[src/rtl/pe_row.sv]
// 1-D output-stationary systolic MAC row with a backpressured serial drain.
// Define PE_ROW_SATURATE_EN to make each accumulate saturate instead of wrapping.
module pe_row #(
  parameter int unsigned DATA_WIDTH = 8,
  parameter int unsigned ACC_WIDTH  = 32,
  parameter int unsigned NUM_PE     = 4,
  parameter int unsigned SIGNED     = 0
) (
  input  logic                           clk,
  input  logic                           rst_n,
  input  logic                           clr,
  input  logic [DATA_WIDTH-1:0]          a_in,
  input  logic                           a_en,
  input  logic [NUM_PE*DATA_WIDTH-1:0]   b_in,
  output logic [DATA_WIDTH-1:0]          a_out,
  output logic                           en_out,
  output logic [NUM_PE*DATA_WIDTH-1:0]   b_out,
  input  logic                           drain_start,
  output logic [ACC_WIDTH-1:0]           res_data,
  output logic [$clog2(NUM_PE)-1:0]      res_idx,
  output logic                           res_valid,
  input  logic                           res_ready,
  output logic                           busy
);

  localparam int unsigned IdxW  = $clog2(NUM_PE);
  localparam int unsigned ProdW = 2 * DATA_WIDTH;

  typedef enum logic [0:0] {StAccum, StDrain} state_e;

  state_e                state_q, state_d;
  logic [IdxW-1:0]       idx_q, idx_d;
  logic [DATA_WIDTH-1:0] a_q [NUM_PE];
  logic [DATA_WIDTH-1:0] a_d [NUM_PE];
  logic [NUM_PE-1:0]     en_q, en_d;
  logic [DATA_WIDTH-1:0] b_q [NUM_PE];
  logic [DATA_WIDTH-1:0] b_d [NUM_PE];
  logic [ACC_WIDTH-1:0]  acc_q [NUM_PE];
  logic [ACC_WIDTH-1:0]  acc_d [NUM_PE];

  logic [DATA_WIDTH-1:0] pe_a [NUM_PE];
  logic [NUM_PE-1:0]     pe_en;
  logic [ACC_WIDTH-1:0]  addend [NUM_PE];

  function automatic logic [ACC_WIDTH-1:0] acc_add(input logic [ACC_WIDTH-1:0] acc,
                                                    input logic [ACC_WIDTH-1:0] inc);
`ifdef PE_ROW_SATURATE_EN
    logic [ACC_WIDTH:0] sum;
    if (SIGNED != 0) begin
      sum = {acc[ACC_WIDTH-1], acc} + {inc[ACC_WIDTH-1], inc};
      // Sign of the wide sum disagrees with the truncated sign only on overflow.
      if (sum[ACC_WIDTH] != sum[ACC_WIDTH-1]) begin
        return sum[ACC_WIDTH] ? {1'b1, {(ACC_WIDTH-1){1'b0}}} : {1'b0, {(ACC_WIDTH-1){1'b1}}};
      end
      return sum[ACC_WIDTH-1:0];
    end else begin
      sum = {1'b0, acc} + {1'b0, inc};
      return sum[ACC_WIDTH] ? {ACC_WIDTH{1'b1}} : sum[ACC_WIDTH-1:0];
    end
`else
    return acc + inc;
`endif
  endfunction

  // Operand feeding each PE: PE0 sees the row inputs, later PEs the previous stage.
  always_comb begin
    pe_a[0]  = a_in;
    pe_en[0] = a_en;
    for (int i = 1; i < NUM_PE; i++) begin
      pe_a[i]  = a_q[i-1];
      pe_en[i] = en_q[i-1];
    end
  end

  always_comb begin
    logic [ProdW-1:0] op_a;
    logic [ProdW-1:0] op_b;
    logic [ProdW-1:0] prod;
    for (int i = 0; i < NUM_PE; i++) begin
      op_a = {{DATA_WIDTH{(SIGNED != 0) && pe_a[i][DATA_WIDTH-1]}}, pe_a[i]};
      op_b = {{DATA_WIDTH{(SIGNED != 0) && b_in[i*DATA_WIDTH+DATA_WIDTH-1]}},
              b_in[i*DATA_WIDTH +: DATA_WIDTH]};
      prod = op_a * op_b;
      addend[i] = {ACC_WIDTH{(SIGNED != 0) && prod[ProdW-1]}};
      addend[i][ProdW-1:0] = prod;
    end
  end

  always_comb begin
    state_d = state_q;
    idx_d   = idx_q;
    en_d    = en_q;
    a_d     = a_q;
    b_d     = b_q;
    acc_d   = acc_q;
    unique case (state_q)
      StAccum: begin
        for (int i = 0; i < NUM_PE; i++) begin
          a_d[i]  = pe_a[i];
          en_d[i] = pe_en[i];
          if (pe_en[i]) begin
            b_d[i]   = b_in[i*DATA_WIDTH +: DATA_WIDTH];
            acc_d[i] = acc_add(acc_q[i], addend[i]);
          end
        end
        if (drain_start) begin
          state_d = StDrain;
          idx_d   = IdxW'(NUM_PE - 1);
          en_d    = '0;
        end
      end
      StDrain: begin
        if (res_ready) begin
          acc_d[0] = '0;
          for (int i = 1; i < NUM_PE; i++) acc_d[i] = acc_q[i-1];
          if (idx_q == '0) state_d = StAccum;
          else             idx_d   = idx_q - 1'b1;
        end
      end
      default: state_d = StAccum;
    endcase
  end

  always_ff @(posedge clk or negedge rst_n) begin
    if (!rst_n) begin
      state_q <= StAccum;
      idx_q   <= '0;
      en_q    <= '0;
      for (int i = 0; i < NUM_PE; i++) begin
        a_q[i]   <= '0;
        b_q[i]   <= '0;
        acc_q[i] <= '0;
      end
    end else if (clr) begin
      state_q <= StAccum;
      idx_q   <= '0;
      en_q    <= '0;
      for (int i = 0; i < NUM_PE; i++) begin
        a_q[i]   <= '0;
        b_q[i]   <= '0;
        acc_q[i] <= '0;
      end
    end else begin
      state_q <= state_d;
      idx_q   <= idx_d;
      en_q    <= en_d;
      for (int i = 0; i < NUM_PE; i++) begin
        a_q[i]   <= a_d[i];
        b_q[i]   <= b_d[i];
        acc_q[i] <= acc_d[i];
      end
    end
  end

  for (genvar g = 0; g < NUM_PE; g++) begin : gen_b_out
    assign b_out[g*DATA_WIDTH +: DATA_WIDTH] = b_q[g];
  end

  assign a_out     = a_q[NUM_PE-1];
  assign en_out    = en_q[NUM_PE-1];
  assign res_data  = acc_q[NUM_PE-1];
  assign res_idx   = idx_q;
  assign res_valid = (state_q == StDrain);
  assign busy      = (state_q == StDrain);

endmodule

[config.mk]
export PLATFORM = sky130hd
export DESIGN_NAME = pe_row
export DESIGN_NICKNAME = d
export VERILOG_FILES = /design/src/rtl/pe_row.sv
export SDC_FILE = /design/constraint.sdc
export NUM_CORES = 1
export LEC_CHECK = 0
export CAP_MARGIN = 30
export CORE_UTILIZATION = 49
export DETAILED_ROUTE_END_ITERATION = 7
export PLACE_DENSITY_LB_ADDON = 0.12
export SLEW_MARGIN = 30
export SYNTH_ARGS = -nofsm -noshare
export SYNTH_HDL_FRONTEND = slang
export SYNTH_SLANG_ARGS = --single-unit
[constraint.sdc]
create_clock -name clk -period 10.6 [get_ports clk]
set_clock_uncertainty 0.05 [all_clocks]
set_input_delay 2.12 -clock clk [delete_from_list [all_inputs] [get_ports clk]]
set_output_delay 2.12 -clock clk [all_outputs]
set_load 0.05 [all_outputs]
# Word level (Yosys, flattened, before mapping)
# Cells that the tools add are included.
# word_totals
register_bits	199
inputBits	46
out_inout_bits	77
elab_cells	75
# classes
add_sub_neg	5
n_mul	4
eq_ne	8
n_mux	28
bitwise_logic	1
reduce_logical	14
# ops
op	n
two-way mux 128 bit	2
two-way mux 32 bit	8
one-hot mux 128 bit (2 select lines)	1
adder 32 x 16 -> 32 bit	4
multiplier 8 x 8 -> 16 bit	4
two-way mux 8 bit	4
inequality test 3 bit (second input constant)	7
AND reduction 2 bit	8
two-way mux 4 bit	3
two-way mux 2 bit	4
nonzero test 2 bit	4
two-way mux 1 bit	4
one-hot mux 2 bit (2 select lines)	1
AND reduction 3 bit	1
zero test 2 bit	1
inequality test 2 bit (second input constant)	1
one-hot mux 1 bit (2 select lines)	1
subtractor 2 x 1 -> 2 bit (second input constant)	1
NOT 1 bit	1

# Depth between registers and ports, before layout
# depth
ltp_word	5
mapped_depth	21
ltp_nobuf	19

# Worst setup path after synthesis
# No wires, ideal clock.
# synth_timing
kind	input -> register
start	input b_in[0]
end	register acc_q[127] (netlist name)
setup_ns	0.069
arrival_time_ns	6.273
required_ns	10.481
path_slack_ns	4.208
cell_stages	18
path_buffers	1
cell_sequence	clkbuf_1 > nand2_1 > fa_1 > inv_1 > fa_1 > fa_1 > inv_1 > fa_1 > inv_1 > ha_1 > nand3_1 > and2_1 > a211oi_2 > o211ai_2 > o21ai_4 > nand4_1 > or3_1 > nand3_1
# synth_between
elab_chain_cells	5
# synth_rtl
element	line	rtl
start, declared	14	input logic [NUM_PE*DATA_WIDTH-1:0] b_in,
multiplier 8 x 8 -> 16 bit	83	prod = op_a * op_b;
adder 32 x 16 -> 32 bit	61	return acc + inc;
two-way mux 32 bit	101	if (pe_en[i]) begin
one-hot mux 128 bit (2 select lines)	96	unique case (state_q)
two-way mux 128 bit	134	end else if (clr) begin
end signal, assigned by index	150	acc_q[i] <= acc_d[i];
end, declared	38	logic [ACC_WIDTH-1:0] acc_q [NUM_PE];
# No other way between the ends. The select of a mux whose other input is x is not followed.
# A chain may end at the register's enable or synchronous reset.

# Final worst setup path
# layout_timing
start	input b_in[16]
end	register acc_q[63] (netlist name)
# Same word-level chain as after synthesis.

==> impl_metrics.yaml <==
critical_path:
  critPathMaxStageDelay_ns: 0.68
  critical_path_fanout_max: 9
  critical_path_arrival_ns: 7.36
  worstSetupStartpointType: "input pin"
  critical_path.slowest_cell: "clkdlybuf4s50_1"
  crit_buf_inv: 5
  worstPathCellList: "clkdlybuf4s50_1, nand2_1, fa_1, inv_1, fa_1, fa_1, inv_1, fa_1, inv_1, ha_1, o21ai_1, a2111oi_2, o21ai_1, o22ai_1, buf_2, nand4_1, xor2_1, o21ai_1"
  cp_data_required_time_ns: 10.91
  criticalPathCategory: "in -> reg"
  critical_path.reg2reg.startpoint: "a_q[23]$_DFFE_PN0P_"
  worst_setup_path_end_kind: "register"
  critPathMostFrequentCell: "fa_1"
  critical-path-top-delay-family: "adder cells"
  cp-startpoint: "b_in[16]"
power_and_ir_drop:
  pwr_density_cell_nw_per_um2: 137
  total_leakage_power_nw: 11.1
  worst_vdd_drop_uv: 135
grt:
  global_route.peak_usage_layer: "met2"
  grt_start_max_net_pins: 124
  grt_first_pass_wirelength_um: 87600
  track_usage: 0.264
  met2_usage: 0.463
  first_global_vias: 16700
  antenna_found_initial: 0
  global_route.overflow_total: 0
  grtUsageMet1: 0.338
  global_route.usage.met3: 0.0307
run_status:
  status: "completed"
finish:
  nets: 2793
  area_delta_synth_final_pct: 9.47
  utilization: 0.545
  final_common_cell: "inv_1"
  layout.filler_cells: 3855
  most-common-layout-cells: "405 x inv_1, 306 x nand2_1, 200 x fa_1"
  layout.cell_area.non_filler_sq_um: 22300
  drive_gt1_frac: 0.0272
  num_antenna_cells: 0
logic_synthesis:
  ys_ff_latch: 199
  netlist_top_cells_area: "dfrtp_1 24%, fa_1 20%, ha_1 10%, inv_1 7.5%, nand2_1 5.6%"
  synth_cell_area_sq_um: 20400
  synth.avg_cell_area_sq_um: 8.61
  post_synth_num_cell_types: 75
  synth_enable_flop_cells: 0
  yosys.area.top_type_share: 0.244
  syn_nets: 2777
  asyncSetResetFlopFracSynth: 1.00
  synthCells: 2366
  yosysSeqAreaShare: 0.244
  top_ff_cell_synth: "dfrtp_1"
  yosys_warnings: 0
  synthDominantAreaCellType: "dfrtp_1"
floorplanning:
  ios: 123
  chipHeight_um: 206
  floorplan.rows: 74
  die_area_sq_um: 42400
  fp.dieW_um: 206
  core-area_sq_um: 40900
  floorplan.initialDensity: 0.498
clock_network:
  cts_inserted_buffers: 17
  clock-sinks: 199
  longest_clk_path_bufs: 2
  cts_resized: 0
  tritoncts: "done"
  clk-insertion-delay-late_ns: 0.49
  cts_setup_buffers: 0
  worst_setup_hold_path_clk_slew_ns: 0.07
  cts_hold_repair.buffers: 0
  cts_root_buffer: "clkbuf_16"
  cts_htree_levels: 4
sta:
  final.min_clock_period_ns: 7.05
  finalSetupTns_ns: 0
  hold_slack_ns: 0.461
  post-route-period-util: 0.665
  grt_setup_unrepaired: "false"
  setup-violations-final: 0
  hold_violations: 0
  fmax_mhz: 142
  worstMarginPinSlew_ns: 0.907
  total_count_of_max_transition_violations_in_the_final_report: 0
  max-slew-margin-rel: 0.394
min_path:
  hold_start: "acc_q[123]$_DFFE_PN0P_"
  timing.hold.worst.class: "reg -> reg"
drt:
  detail_route.drc_violations: 0
  drt_pre_antenna_iters: 5
  detailroute.via_count: 16000
  wire_length_reported_by_the_detailed_router_um: 51600
  post_drt_wl_per_cell_um: 17.6
  route.antenna.remaining_nets: 0
  dr.first_iter.drc_count: 1027
  via_per_inst: 5.48
placed_design:
  io_port_bufs: 122
  dpl.hpwl_um: 40700
  dpl-instance-area_sq_um: 21700
  placer_congestion_estimate: 0.877
run:
  count_of_max_cap_constraint_violations: 0
final cells by class:
type,instances,area (sq um),share of cell area
multi-input combinational,1624,13200,0.593
sequential,199,4980,0.223
inverter,405,1520,0.0681
timing repair buffer,135,1330,0.0598
tap,532,666,0.0298
clock buffer,22,484,0.0217
clock inverter,9,91.3,0.00409
final timing paths:
| path | endpoint | slack (ns) | depth (start not counted) |
|---|---|---|---|
| setup / recovery | acc_q[63]$_DFFE_PN0P_ | 3.55 | 18 |
| hold / removal | acc_q[123]$_DFFE_PN0P_ | 0.46 | 1 |
| setup reg to reg | acc_q[63]$_DFFE_PN0P_ | 5.24 | 17 |
| hold reg to reg | acc_q[123]$_DFFE_PN0P_ | 0.46 | 1 |
| max in group asynchronous | busy$_DFF_PN0_ | 7.65 | 2 |
| min in group asynchronous | a_out[1]$_DFFE_PN0P_ | 1.60 | 1 |
state kept, by name (all words and copies together), names as in the netlist:
register,count
busy,1
res_idx,2
a_q,24
res_data,32
b_out,32
acc_q,96
a_out,8
en_q,4
stage by stage:
stage	setup slack (ns)	total power [mW]	cells
CTS	3.46	3.08	2925
global route	3.26	3.34	2926
finish	3.55	3.05	2926
floorplan	4.21	2.03	2366
global placement	3.04	2.38	2894
detailed placement	2.92	2.41	2894
synthesized netlist by cell type (all sizes together) (3+ instances only):
library cell	instances
nor2b	13
clkbuf	88
a22o	7
mux2i	47
o21ai	160
o211ai	6
dfrtp	199
fa	200
nand2b	15
a2111oi	4
nor2	100
a21oi	103
nand2	306
o22a	3
xnor2	29
o21a	6
ha	165
o21bai	8
nand4	16
o22ai	10
buf	50
a31oi	15
and3	27
nor3	15
a221o	3
or3	17
nand3	36
a22oi	35
a21o	35
a32oi	5
xor2	29
inv	405
a211oi	11
and2	151
o31ai	13
report_power, final:
group          leakage, nW  total, mW  switching [mW]  internal (mW)
logic                 8.08       1.49           0.889          0.602
registers             2.73      0.897          0.0758          0.821
clock network        0.289      0.661           0.311          0.350
kinds of logic after synthesis:
family | share of synthesized area
fa+ha+maj | 0.298
compound gates | 0.138
mux | 0.0236
flops | 0.244
xor+xnor | 0.0249
simple gates | 0.165
buf+inv | 0.107
routing by layer:
| metal | up-vias | part of all wire |
|---|---|---|
| met1 | 7999 | 0.44 |
| met5 | - | 0 |
| li1 | 7626 | - |
| met4 | 0 | 0.023 |
| met3 | 70 | 0.034 |
| met2 | 332 | 0.50 |
No activity file was read; power rests on OpenSTA's default activity.
